==> src/rtl/core_pkg.sv <==
// Shared types and constants for the MEM-stage slice of the pipelined core.
// Holds the access state encoding and default data/register widths.
package core_pkg;

    localparam int DEFAULT_DATA_W = 32;
    localparam int REG_ADDR_W     = 5;

    typedef enum logic [1:0] {
        IDLE = 2'd0,
        REQ  = 2'd1,
        RESP = 2'd2
    } mem_state_e;

endpackage

==> src/rtl/mem_wb_reg.sv <==
// MEM/WB pipeline register feeding the write-back mux.
// A bubble clears the write enables and holds the data fields.
module mem_wb_reg
    import core_pkg::*;
#(
    parameter int DATA_W = DEFAULT_DATA_W
) (
    input  logic                  clk_i,
    input  logic                  rst_ni,
    input  logic                  bubble_i,
    input  logic                  memtoreg_i,
    input  logic                  regwrite_i,
    input  logic [REG_ADDR_W-1:0] write_reg_i,
    input  logic [DATA_W-1:0]     read_data_i,
    input  logic [DATA_W-1:0]     alu_result_i,
    output logic                  memtoreg_o,
    output logic                  regwrite_o,
    output logic [REG_ADDR_W-1:0] write_reg_o,
    output logic [DATA_W-1:0]     read_data_o,
    output logic [DATA_W-1:0]     alu_result_o
);

    logic                  memtoreg_q;
    logic                  regwrite_q;
    logic [REG_ADDR_W-1:0] write_reg_q;
    logic [DATA_W-1:0]     read_data_q;
    logic [DATA_W-1:0]     alu_result_q;

    // capture MEM fields, or insert a bubble while the stage is stalled
    always_ff @(posedge clk_i or negedge rst_ni) begin
        if (!rst_ni) begin
            memtoreg_q   <= 1'b0;
            regwrite_q   <= 1'b0;
            write_reg_q  <= '0;
            read_data_q  <= '0;
            alu_result_q <= '0;
        end else if (bubble_i) begin
            memtoreg_q   <= 1'b0;
            regwrite_q   <= 1'b0;
        end else begin
            memtoreg_q   <= memtoreg_i;
            regwrite_q   <= regwrite_i;
            write_reg_q  <= write_reg_i;
            read_data_q  <= read_data_i;
            alu_result_q <= alu_result_i;
        end
    end

    assign memtoreg_o   = memtoreg_q;
    assign regwrite_o   = regwrite_q;
    assign write_reg_o  = write_reg_q;
    assign read_data_o  = read_data_q;
    assign alu_result_o = alu_result_q;

endmodule

==> src/rtl/mem_access_stage.sv <==
// MEM stage: one data-memory access per load/store, stall and branch resolve.
// Optional access timeout with abort pulse is enabled by MEM_TIMEOUT_EN.
module mem_access_stage
    import core_pkg::*;
#(
    parameter int DATA_W      = DEFAULT_DATA_W,
    parameter int TIMEOUT_CYC = 15
) (
    input  logic                  clk,
    input  logic                  rst,
    input  logic                  MEM_MemtoReg,
    input  logic                  MEM_MemRead,
    input  logic                  MEM_MemWrite,
    input  logic                  MEM_Branch,
    input  logic                  MEM_RegWrite,
    input  logic                  MEM_zero_flag,
    input  logic [REG_ADDR_W-1:0] MEM_write_reg,
    input  logic [DATA_W-1:0]     MEM_alu_result,
    input  logic [DATA_W-1:0]     MEM_alu_result_pc,
    input  logic [DATA_W-1:0]     MEM_read_data2,
    output logic                  dmem_req_valid,
    input  logic                  dmem_req_ready,
    output logic                  dmem_we,
    output logic [DATA_W-1:0]     dmem_addr,
    output logic [DATA_W-1:0]     dmem_wdata,
    input  logic                  dmem_rsp_valid,
    input  logic [DATA_W-1:0]     dmem_rdata,
    output logic                  stall,
    output logic                  pc_src,
    output logic [DATA_W-1:0]     branch_target,
    output logic                  WB_MemtoReg,
    output logic                  WB_RegWrite,
    output logic [REG_ADDR_W-1:0] WB_write_reg,
    output logic [DATA_W-1:0]     WB_read_data,
    output logic [DATA_W-1:0]     WB_alu_result,
    output logic                  mem_err
);

    mem_state_e        state_q, state_d;
    logic              memop;
    logic              rsp_done;
    logic              timeout;
    logic              req_v;
    logic              stall_c;
    logic [DATA_W-1:0] rd_data;

    assign memop         = MEM_MemRead | MEM_MemWrite;
    assign dmem_addr     = MEM_alu_result;
    assign dmem_wdata    = MEM_read_data2;
    assign dmem_we       = MEM_MemWrite & ~MEM_MemRead;
    assign pc_src        = MEM_Branch & MEM_zero_flag;
    assign branch_target = MEM_alu_result_pc;
    assign rsp_done      = (state_q == RESP) & dmem_rsp_valid;

`ifdef MEM_TIMEOUT_EN
    localparam int CNT_W = $clog2(TIMEOUT_CYC + 1);

    logic [CNT_W-1:0] cnt_q, cnt_d;

    assign timeout = (state_q != IDLE) & ~rsp_done
                   & (cnt_q == CNT_W'(TIMEOUT_CYC));

    // wait counter: zero while idle, counts every cycle spent in REQ/RESP
    always_comb begin
        cnt_d = cnt_q + CNT_W'(1);
        if (state_q == IDLE || timeout || rsp_done) begin
            cnt_d = '0;
        end
    end

    // wait counter register
    always_ff @(posedge clk or negedge rst) begin
        if (!rst) begin
            cnt_q <= '0;
        end else begin
            cnt_q <= cnt_d;
        end
    end
`else
    logic unused_tmo;
    assign unused_tmo = (TIMEOUT_CYC != 0);
    assign timeout    = 1'b0;
`endif

    // access state register
    always_ff @(posedge clk or negedge rst) begin
        if (!rst) begin
            state_q <= IDLE;
        end else begin
            state_q <= state_d;
        end
    end

    // next state, request valid and raw stall
    always_comb begin
        state_d = state_q;
        req_v   = 1'b0;
        stall_c = 1'b0;
        unique case (state_q)
            IDLE: begin
                req_v   = memop;
                stall_c = memop;
                if (memop) begin
                    state_d = dmem_req_ready ? RESP : REQ;
                end
            end
            REQ: begin
                req_v   = 1'b1;
                stall_c = 1'b1;
                if (dmem_req_ready) begin
                    state_d = RESP;
                end
            end
            RESP: begin
                stall_c = ~dmem_rsp_valid;
                if (dmem_rsp_valid) begin
                    state_d = IDLE;
                end
            end
            default: begin
                state_d = IDLE;
            end
        endcase
        if (timeout) begin
            state_d = IDLE;
            req_v   = 1'b0;
            stall_c = 1'b0;
        end
    end

    assign dmem_req_valid = rst & req_v;
    assign stall          = rst & stall_c;
    assign mem_err        = rst & timeout;
    assign rd_data        = (rsp_done & MEM_MemRead) ? dmem_rdata : '0;

    mem_wb_reg #(
        .DATA_W (DATA_W)
    ) u_mem_wb_reg (
        .clk_i        (clk),
        .rst_ni       (rst),
        .bubble_i     (stall | timeout),
        .memtoreg_i   (MEM_MemtoReg),
        .regwrite_i   (MEM_RegWrite),
        .write_reg_i  (MEM_write_reg),
        .read_data_i  (rd_data),
        .alu_result_i (MEM_alu_result),
        .memtoreg_o   (WB_MemtoReg),
        .regwrite_o   (WB_RegWrite),
        .write_reg_o  (WB_write_reg),
        .read_data_o  (WB_read_data),
        .alu_result_o (WB_alu_result)
    );

endmodule

==> config.mk <==
export PLATFORM = sky130hd
export DESIGN_NAME = mem_access_stage
export DESIGN_NICKNAME = d
export VERILOG_FILES = /design/src/rtl/core_pkg.sv /design/src/rtl/mem_wb_reg.sv /design/src/rtl/mem_access_stage.sv
export SDC_FILE = /design/constraint.sdc
export NUM_CORES = 1
export LEC_CHECK = 0
export CAP_MARGIN = 20
export CORE_AREA = 5 5 120 122
export DETAILED_ROUTE_END_ITERATION = 8
export DIE_AREA = 0 0 125 127
export PLACE_DENSITY = 0.72
export SYNTH_ARGS = -nofsm -noshare
export SYNTH_HDL_FRONTEND = slang
export SYNTH_SLANG_ARGS = --single-unit
==> constraint.sdc <==
create_clock -name clk -period 3.55 [get_ports clk]
set_input_delay 0.71 -clock clk [delete_from_list [all_inputs] [get_ports clk]]
set_output_delay 0.71 -clock clk [all_outputs]
set_load 0.1 [all_outputs]
==> reports/summary.txt, run 1 <==
=================================================================================================================
Status                                                                                                  completed
Type of the worst setup path                                                                               in2out
Share of cell area taken by muxes after synthesis                                                           0.121
Clock latency at the later pin of the worst-skew pair                                                      330 ps
Sequential fraction of the synthesis area                                                                   0.530
Share of the synthesized area in the top cell type                                                          0.530
Die W                                                                                                      125 um
Min Tclk post-route                                                                                       2640 ps
Global-route total usage across every layer                                                                 0.110
Diode insertion count for antenna repair                                                                        0
Post-Place Cell Area                                                                                   4680 sq um
Detailed-routing iteration count for the pre-antenna-repair pass                                                4
Mean cell area of the mapped netlist                                                                   13.1 sq um
Critical path data required time                                                                          2840 ps
Residual antenna-violating net count after detailed routing                                                     0
Overflow after GRT                                                                                              0
Total power density per cell area                                                                     674 nW/um^2
Kind of end point of the critical path                                                                 output pin
Arithmetic-cell share of the synthesized area counting full adders, half adders and majority gates              0
Clock skew                                                                                                9.61 ps
Number of primary I/O pins                                                                                    315
Number of cells in the design after placement                                                                 522
Share of synthesized cell area in and, or, nand and nor gates                                              0.0239
Number of max-cap violations                                                                                    0
Nets                                                                                                          500
Reg2Reg Depth                                                                                                   4
Worst-margin pin slew                                                                                     1010 ps
Post-detailed-routing wire length                                                                         8830 um
Vias after detailed routing                                                                                 2,250
Clock sink count                                                                                               73
Complex-gate fraction of the synthesized area                                                              0.0914
Clock tree from TritonCTS                                                                                     yes
Wire length of the first global-routing pass                                                            13,700 um
Cell taking the most area after synthesis                                                                 dfrtp_1
Clock Tree Buf Depth                                                                                            2
Final routed DRC violation total                                                                                0
Cell chain of the critical path                                                                      clkdlybuf4s50_1 -> nor3b_2 -> o2bb2ai_4 -> buf_12
Buf+Inv Stages, Crit Path                                                                                       2
Final hold violation count                                                                                      0
Max Clock Freq                                                                                          0.379 GHz
Slew Limit Fails                                                                                                0
Maximum number of pins on one net before global-route repair                                                   74
RSZ-0062 raised after global routing                                                                        false
Level count of the clock H-tree                                                                                 3
Core area                                                                                            13,100 sq um
Layout cells sized above 1                                                                                  0.265
Clk root buf                                                                                            clkbuf_16
Number of DRC markers in iteration 0                                                                           67
Main combinational cell family by area after synthesis                                               buffers and inverters
Global placer's final weighted congestion                                                                   0.790
Initial cell density of the core                                                                            0.264
Top library cells by usage in the layout, fill and taps aside                                        clkdlybuf4s50_1, dfrtp_1, buf_4
Vias in the first global route                                                                              2,417
Part of the cycle the worst path needs                                                                      0.744
Final standard cell area without fillers                                                               5020 sq um
# setup viols final                                                                                             0
Site Rows                                                                                                      42
Cell family contributing the most delay on the critical path                                         buffers and inverters
Slowest stage cell, crit path                                                                        clkdlybuf4s50_1
Synth cell types                                                                                               19
Clock buffers created by TritonCTS                                                                              9
Net Count, Synth                                                                                              407
Combined area of all synthesized cells                                                                 3450 sq um
Classification of the worst-slack hold path                                                               reg2reg
Number of input and output port buffers inserted                                                              185
IR Drop Worst-Case VDD                                                                                   0.190 mV
Number of storage elements in the synthesis netlist                                                            73
Final core utilization                                                                                      0.384
Fin cells                                                                                                     538
# hold bufs at CTS                                                                                              0
Die boundary height                                                                                        127 um
Largest cells by area after synthesis                                                                dfrtp_1, buf_4, mux2_2, a22o_1, buf_6
Commonest non-fill, non-tap cell in the layout                                                       clkdlybuf4s50_1
Reg area                                                                                               1830 sq um
CTS clk-pin slew, worst paths                                                                               60 ps
Area Overhead vs Synth                                                                                      45.7%
Placement Setup Slack                                                                                      870 ps
Initial antenna violation count                                                                                 0
Post-cts gate resize count                                                                                      0
Setup tns final                                                                                              0 ps
Worst stage delay on the critical path                                                                     450 ps
Filler Cell Count                                                                                           1,230
Routed via count divided by cell count                                                                       4.18
Worst-case hold slack                                                                                      492 ps
Maximum net fanout on the critical path                                                                         4
Final worst-path setup slack                                                                               909 ps
Die outline area                                                                                     15,900 sq um
Detailed placement HPWL                                                                                   6920 um
Post-synthesis instance total                                                                                 264
Stages on worst setup path                                                                                      4
Multi-input combinational cell area                                                                     818 sq um
Remaining max-slew budget at the tightest pin                                                               0.324
Data arrival time of the critical path                                                                    1930 ps
Total Power                                                                                               3.39 mW
Hold Path Cell Cnt                                                                                              1
Pleak                                                                                                     2.17 nW
Synthesized-area fraction occupied by xor and xnor cells                                                        0
Post-CTS setup buffer count                                                                                     0
Average wire length per cell after detail routing                                                         16.4 um
Crit path launch type                                                                                   input pin
Number of warnings printed during yosys synthesis                                                               0
=================================================================================================================
==> metal layers <==
metal,track usage,share of wire,vias to the layer above
met1,0.114,0.35,1072
met5,0,0,-
met4,0.0606,0.027,0
met3,0.0576,0.13,29
met2,0.181,0.49,154
li1,-,-,995
==> sequential cells by signal, summed over array words and instances (netlist names) <==
name and count:
u_mem_wb_reg.read_data_o 32, u_mem_wb_reg.write_reg_o 5, u_mem_wb_reg.regwrite_o 1, state_q 2, u_mem_wb_reg.memtoreg_o 1, u_mem_wb_reg.alu_result_o 32
==> synth_stat cells, drive strengths merged <==
master,number
a21o,1
nor3,2
conb,1
mux2,37
nand2b,1
dfrtp,73
nor2,2
and4b,1
o2bb2ai,1
a22o,32
nor3b,1
and2,1
clkbuf,3
nor2b,3
buf,105
==> worst paths after layout <==
check	startpoint	end	slack [ps]
hold reg to reg	u_mem_wb_reg.alu_result_o[20]	u_mem_wb_reg.alu_result_o[20]	490
setup / recovery	dmem_rsp_valid	stall	910
min in group asynchronous	rst	u_mem_wb_reg.alu_result_o[20]	630
hold / removal	u_mem_wb_reg.alu_result_o[20]	u_mem_wb_reg.alu_result_o[20]	490
max in group asynchronous	rst	u_mem_wb_reg.memtoreg_o	2320
setup reg to reg	state_q[0]	u_mem_wb_reg.alu_result_o[0]	1600
==> cell type report <==
| class | instances | area share |
|---|---|---|
| multi-input combinational | 83 | 0.163 |
| sequential | 73 | 0.364 |
| timing repair buffer | 190 | 0.361 |
| clock inverter | 5 | 0.0204 |
| tap | 176 | 0.0438 |
| clock buffer | 11 | 0.0483 |
==> cell families after synthesis <==
family	count (synthesis)
buffers and inverters	108
flip-flops	73
multiplexers	37
AO/OA/AOI/OAI	34
AND/OR/NAND/NOR	11
other	1
==> where the power goes <==
group / total, mW / internal (mW) / leakage (nW) / switching [mW]
clock network: 1.04 / 0.704 / 0.166 / 0.334
registers: 0.974 / 0.926 / 0.922 / 0.0484
logic: 1.38 / 0.354 / 1.08 / 1.02
Note: power is estimated with default switching activity, not from simulation.
==> run 2: changes to the inputs <==
--- a/config.mk
+++ b/config.mk
@@ -6,10 +6,10 @@
 export NUM_CORES = 1
 export LEC_CHECK = 0
 export CAP_MARGIN = 20
-export CORE_AREA = 5 5 120 122
+export CORE_AREA = 5 5 118 120
 export DETAILED_ROUTE_END_ITERATION = 8
-export DIE_AREA = 0 0 125 127
-export PLACE_DENSITY = 0.72
+export DIE_AREA = 0 0 123 125
+export PLACE_DENSITY = 0.74
 export SYNTH_ARGS = -nofsm -noshare
 export SYNTH_HDL_FRONTEND = slang
 export SYNTH_SLANG_ARGS = --single-unit
==> constraint.sdc (replaced) <==
create_clock -name clk -period 2.6 [get_ports clk]
set_input_delay 0.52 -clock clk [delete_from_list [all_inputs] [get_ports clk]]
set_output_delay 0.52 -clock clk [all_outputs]
set_load 0.1 [all_outputs]
==> reports/summary.txt, run 2 (synthesis gave the netlist of run 1 again) <==
===============================================================================
Status                                                                completed
Crit path launch type                                                 input pin
Terminus of the critical flop-to-flop path                         u_mem_wb_reg.alu_result_o[12]
RSZ-0062 raised after global routing                                      false
Top library cells by usage in the layout, fill and taps aside      clkdlybuf4s50_1, buf_4, dfrtp_1
Die outline area                                                   15,400 sq um
Clock Tree Buf Depth                                                          2
Overflow after GRT                                                            0
Area Overhead vs Synth                                                    52.4%
Vias after detailed routing                                               2,254
Detailed placement HPWL                                                 7060 um
Final hold violation count                                                    0
Wire length of the first global-routing pass                          14,000 um
Final standard cell area without fillers                             5260 sq um
Average wire length per cell after detail routing                       16.5 um
Classification of the worst-slack hold path                            in2async
Number of input and output port buffers inserted                            185
Post-CTS setup buffer count                                                   0
Initial antenna violation count                                               0
Routed via count divided by cell count                                     4.19
Remaining max-slew budget at the tightest pin                             0.526
Min Tclk post-route                                                     2180 ps
Clock tree from TritonCTS                                                   yes
Max Clock Freq                                                        0.460 GHz
Post-Place Cell Area                                                 4960 sq um
Level count of the clock H-tree                                               3
# hold bufs at CTS                                                            0
Diode insertion count for antenna repair                                      0
Clock skew                                                              5.90 ps
# setup viols final                                                           0
Clock buffers created by TritonCTS                                            9
Reg-to-Reg Start                                                     state_q[0]
Clk root buf                                                          clkbuf_16
IR Drop Worst-Case VDD                                                 0.262 mV
Part of the cycle the worst path needs                                    0.837
Filler Cell Count                                                         1,211
Vias in the first global route                                            2,609
Nets                                                                        500
Clock sink count                                                             73
Site Rows                                                                    42
Commonest non-fill, non-tap cell in the layout                     clkdlybuf4s50_1
Total power density per cell area                                   850 nW/um^2
Number of max-cap violations                                                  0
Worst-margin pin slew                                                    712 ps
Die boundary height                                                      125 um
Maximum net fanout on the critical path                                       3
Initial cell density of the core                                          0.268
Maximum number of pins on one net before global-route repair                 58
Data arrival time of the critical path                                  1660 ps
Core area                                                          12,900 sq um
Reg area                                                             1830 sq um
Critical path data required time                                        2080 ps
Post-detailed-routing wire length                                       8880 um
Multi-input combinational cell area                                   818 sq um
Slew Limit Fails                                                              0
Setup slack of the worst register-to-register path                       910 ps
Residual antenna-violating net count after detailed routing                   0
Pleak                                                                   2.40 nW
Global placer's final weighted congestion                                 0.711
Layout cells sized above 1                                                0.456
Post-cts gate resize count                                                    0
Number of primary I/O pins                                                  315
Number of DRC markers in iteration 0                                         54
Setup tns final                                                            0 ps
Reg2Reg Depth                                                                 4
Detailed-routing iteration count for the pre-antenna-repair pass              4
Final routed DRC violation total                                              0
Type of the worst setup path                                             in2out
Clock latency at the later pin of the worst-skew pair                    330 ps
Global-route total usage across every layer                               0.117
CTS clk-pin slew, worst paths                                             60 ps
Die W                                                                    123 um
Kind of end point of the critical path                               output pin
===============================================================================
==> run 2: cell types whose count changed in the layout (fill, tap and decap cells not counted), sizes merged <==
cell / delta
clkdlybuf4s50: -68
clkbuf: -1
buf: +68
bufinv: -2
clkinv: +3
==> run 2: how the worst max path moves through the flow <==
stage | start | to | slack, ps
finish | dmem_rsp_valid | stall | 420
global route | dmem_rsp_valid | stall | 320
CTS | dmem_rsp_valid | stall | 410
detailed placement | dmem_rsp_valid | u_mem_wb_reg.alu_result_o[17] | 390
global placement | dmem_rsp_valid | u_mem_wb_reg.alu_result_o[9] | 410
floorplan | rst | dmem_req_valid | 200
==> run 2: metrics by stage <==
step / hold slack [ps] / utilization / std cells / worst slack, ps / total power, mW
3_3_place_gp: 475 / 0.385 / 522 / 410 / 3.28
5_1_grt: 203 / 0.408 / 538 / 322 / 4.65
6_report: 184 / 0.408 / 538 / 425 / 4.47
4_1_cts: 182 / 0.408 / 538 / 412 / 4.56
2_1_floorplan: 224 / - / 264 / 203 / 3.22
3_5_place_dp: 490 / 0.385 / 522 / 391 / 3.30
==> run 2: metal layers <==
metal	wire length [um]	vias up	GRT usage
met5	0	-	0
met4	276	0	0.0651
met3	1040	33	0.0506
met2	4340	149	0.187
met1	3220	1082	0.130
li1	-	990	-
==> run 2: area by class of cell <==
class,instances,share of cell area
tap,176,0.0419
timing repair buffer,190,0.398
clock inverter,6,0.0109
multi-input combinational,83,0.156
sequential,73,0.348
clock buffer,10,0.0455
==> run 2: power breakdown <==
group,total (mW),internal (mW),switching [mW]
sequential,1.33,1.26,0.0695
clock,1.21,0.761,0.445
combinational,1.93,0.519,1.41
total,4.47,2.54,1.92
==> run 2: worst max-delay path, stage by stage <==
cell             delay (ps)
clkdlybuf4s50_1         430
nor3b_2                 270
o2bb2ai_4               210
buf_12                  210
==> run 3: changes to the inputs <==
--- a/config.mk
+++ b/config.mk
@@ -6,10 +6,10 @@
 export NUM_CORES = 1
 export LEC_CHECK = 0
 export CAP_MARGIN = 20
-export CORE_AREA = 5 5 118 120
+export CORE_AREA = 5 5 121 123
 export DETAILED_ROUTE_END_ITERATION = 8
-export DIE_AREA = 0 0 123 125
-export PLACE_DENSITY = 0.74
+export DIE_AREA = 0 0 126 128
+export PLACE_DENSITY = 0.73
 export SYNTH_ARGS = -nofsm -noshare
 export SYNTH_HDL_FRONTEND = slang
 export SYNTH_SLANG_ARGS = --single-unit
==> constraint.sdc (replaced) <==
create_clock -name clk -period 1.8 [get_ports clk]
set_input_delay 0.36 -clock clk [delete_from_list [all_inputs] [get_ports clk]]
set_output_delay 0.36 -clock clk [all_outputs]
set_load 0.1 [all_outputs]
==> reports/summary.txt, run 3 (synthesis gave the netlist of run 1 again) <==
===============================================================================
Maximum number of pins on one net before global-route repair                 38
Classification of the worst-slack hold path                            in2async
Final hold violation count                                                    0
Layout cells sized above 1                                                0.479
Final routed DRC violation total                                              0
Clock Tree Buf Depth                                                          2
Violated checks                                                    negative setup slack
Wire length on met1                                                     3530 um
Die boundary height                                                      128 um
Min Tclk post-route                                                     1860 ps
Routed via count divided by cell count                                     4.20
Met2 wire len                                                           5190 um
Fin cells                                                                   554
Number of max-cap violations                                                  0
Clock latency at the later pin of the worst-skew pair                    330 ps
Top library cells by usage in the layout, fill and taps aside      buf_12, clkdlybuf4s50_1, dfrtp_1
Final core utilization                                                    0.465
Data arrival time of the critical path                                  1500 ps
Setup tns final                                                         -201 ps
Clock sink count                                                             73
Nets                                                                        515
Type of the worst setup path                                            reg2out
Global placer's final weighted congestion                                 0.725
Reg2Reg Depth                                                                 5
Clk root buf                                                          clkbuf_16
Pleak                                                                   2.77 nW
Overflow after GRT                                                            0
Global-route total usage across every layer                               0.122
Kind of end point of the critical path                               output pin
Core area                                                          13,600 sq um
Highest metal used                                                         met4
Die outline area                                                   16,100 sq um
Die W                                                                    126 um
Total power density per cell area                                  1120 nW/um^2
Commonest non-fill, non-tap cell in the layout                           buf_12
Slowest stage cell, crit path                                           dfrtp_2
Slew Limit Fails                                                              0
Cell chain of the critical path                                    nor3b_4 -> o2bb2ai_4 -> buf_12 -> buf_12
CTS clk-pin slew, worst paths                                             50 ps
Number of cells in the design after placement                               532
Initial antenna violation count                                               0
Worst stage delay on the critical path                                   440 ps
Critical path data required time                                        1440 ps
Most used cell, CP                                                       buf_12
IR Drop Worst-Case VDD                                                 0.404 mV
Number of primary I/O pins                                                  315
Wire length of the first global-routing pass                          15,300 um
RSZ-0062 raised after global routing                                       true
Part of the cycle the worst path needs                                     1.03
# setup viols final                                                          10
Diode insertion count for antenna repair                                      0
Vias in the first global route                                            2,685
Total Power                                                             7.04 mW
Crit path launch type                                                 flip-flop
Buf+Inv Stages, Crit Path                                                     2
Number of DRC markers in iteration 0                                         62
# hold bufs at CTS                                                            0
Average wire length per cell after detail routing                       18.2 um
Post-Place Cell Area                                                 5900 sq um
Cell family contributing the most delay on the critical path         flip-flops
Final standard cell area without fillers                             6310 sq um
Final worst-path setup slack                                           -60.3 ps
Post-detailed-routing wire length                                     10,100 um
Detailed-routing iteration count for the pre-antenna-repair pass              4
Area Overhead vs Synth                                                    82.9%
Stages on worst setup path                                                    4
Residual antenna-violating net count after detailed routing                   0
Clock buffers created by TritonCTS                                            9
Met3 wire length                                                         985 um
Vias after detailed routing                                               2,329
Clock tree from TritonCTS                                                   yes
Number of input and output port buffers inserted                            185
Level count of the clock H-tree                                               3
Site Rows                                                                    43
Detailed placement HPWL                                                 7730 um
Max Clock Freq                                                        0.538 GHz
Initial cell density of the core                                          0.254
Clock skew                                                              9.85 ps
Status                                                             finished with violations
Maximum net fanout on the critical path                                       2
===============================================================================
==> run 3: cell count changes in the layout (fill, tap and decap cells not counted), moves of 2 or more <==
| cell | previous run | this run |
|---|---|---|
| clkdlybuf4s50_1 | 77 | 75 |
| clkinv_2 | 4 | 0 |
| clkbuf_8 | 1 | 3 |
| buf_12 | 38 | 110 |
| buf_4 | 75 | 15 |
==> run 3: path summary, 6_finish.rpt <==
kind,startpoint,end,slack (ps)
setup / recovery,state_q[0],stall,-60
hold / removal,rst,state_q[1],130
setup reg to reg,state_q[0],u_mem_wb_reg.write_reg_o[1],-20
hold reg to reg,state_q[1],state_q[0],520
max in group asynchronous,rst,u_mem_wb_reg.alu_result_o[4],1310
min in group clk,state_q[1],state_q[0],520
==> run 3: cell type report <==
| class | count | area, sq um |
|---|---|---|
| Multi-Input combinational cell | 83 | 830 |
| Sequential cell | 73 | 1830 |
| Clock buffer | 13 | 270 |
| Timing Repair Buffer | 205 | 3160 |
| Fill cell | 1192 | 7250 |
| Tap cell | 180 | 225 |
==> run 3: layer usage <==
metal,vias up,track usage
met2,146,0.203
met1,1119,0.127
met5,-,0
li1,1019,-
met3,45,0.0554
met4,0,0.0713
==> run 3: report_power, final <==
part | total, mW | switching (mW) | internal, mW
sequential | 2.03 | 0.199 | 1.83
clock | 1.64 | 0.615 | 1.02
combinational | 3.38 | 2.08 | 1.29
==> run 3: repair_timing <==
action	in CTS	in global routing
pin swaps	2	3
endpoints found under the setup margin	2	46
buffers inserted	4	3
resized for setup	3	2
cloned	1	1
==> run 3: stage by stage <==
stage | setup WS (ps) | hold slack [ps]
2_1_floorplan | 14.6 | 64.4
3_3_place_gp | -210 | 469
3_5_place_dp | -257 | 506
4_1_cts | -69.2 | 148
5_1_grt | -158 | 175
6_report | -60.3 | 132
==> run 3: worst reg2reg max path, cell delays in order, from the launching register on <==
cell and delay (ps):
dfrtp_2 440, nor3b_4 270, o2bb2ai_4 160, buf_4 200, bufbuf_16 300, mux2_2 330
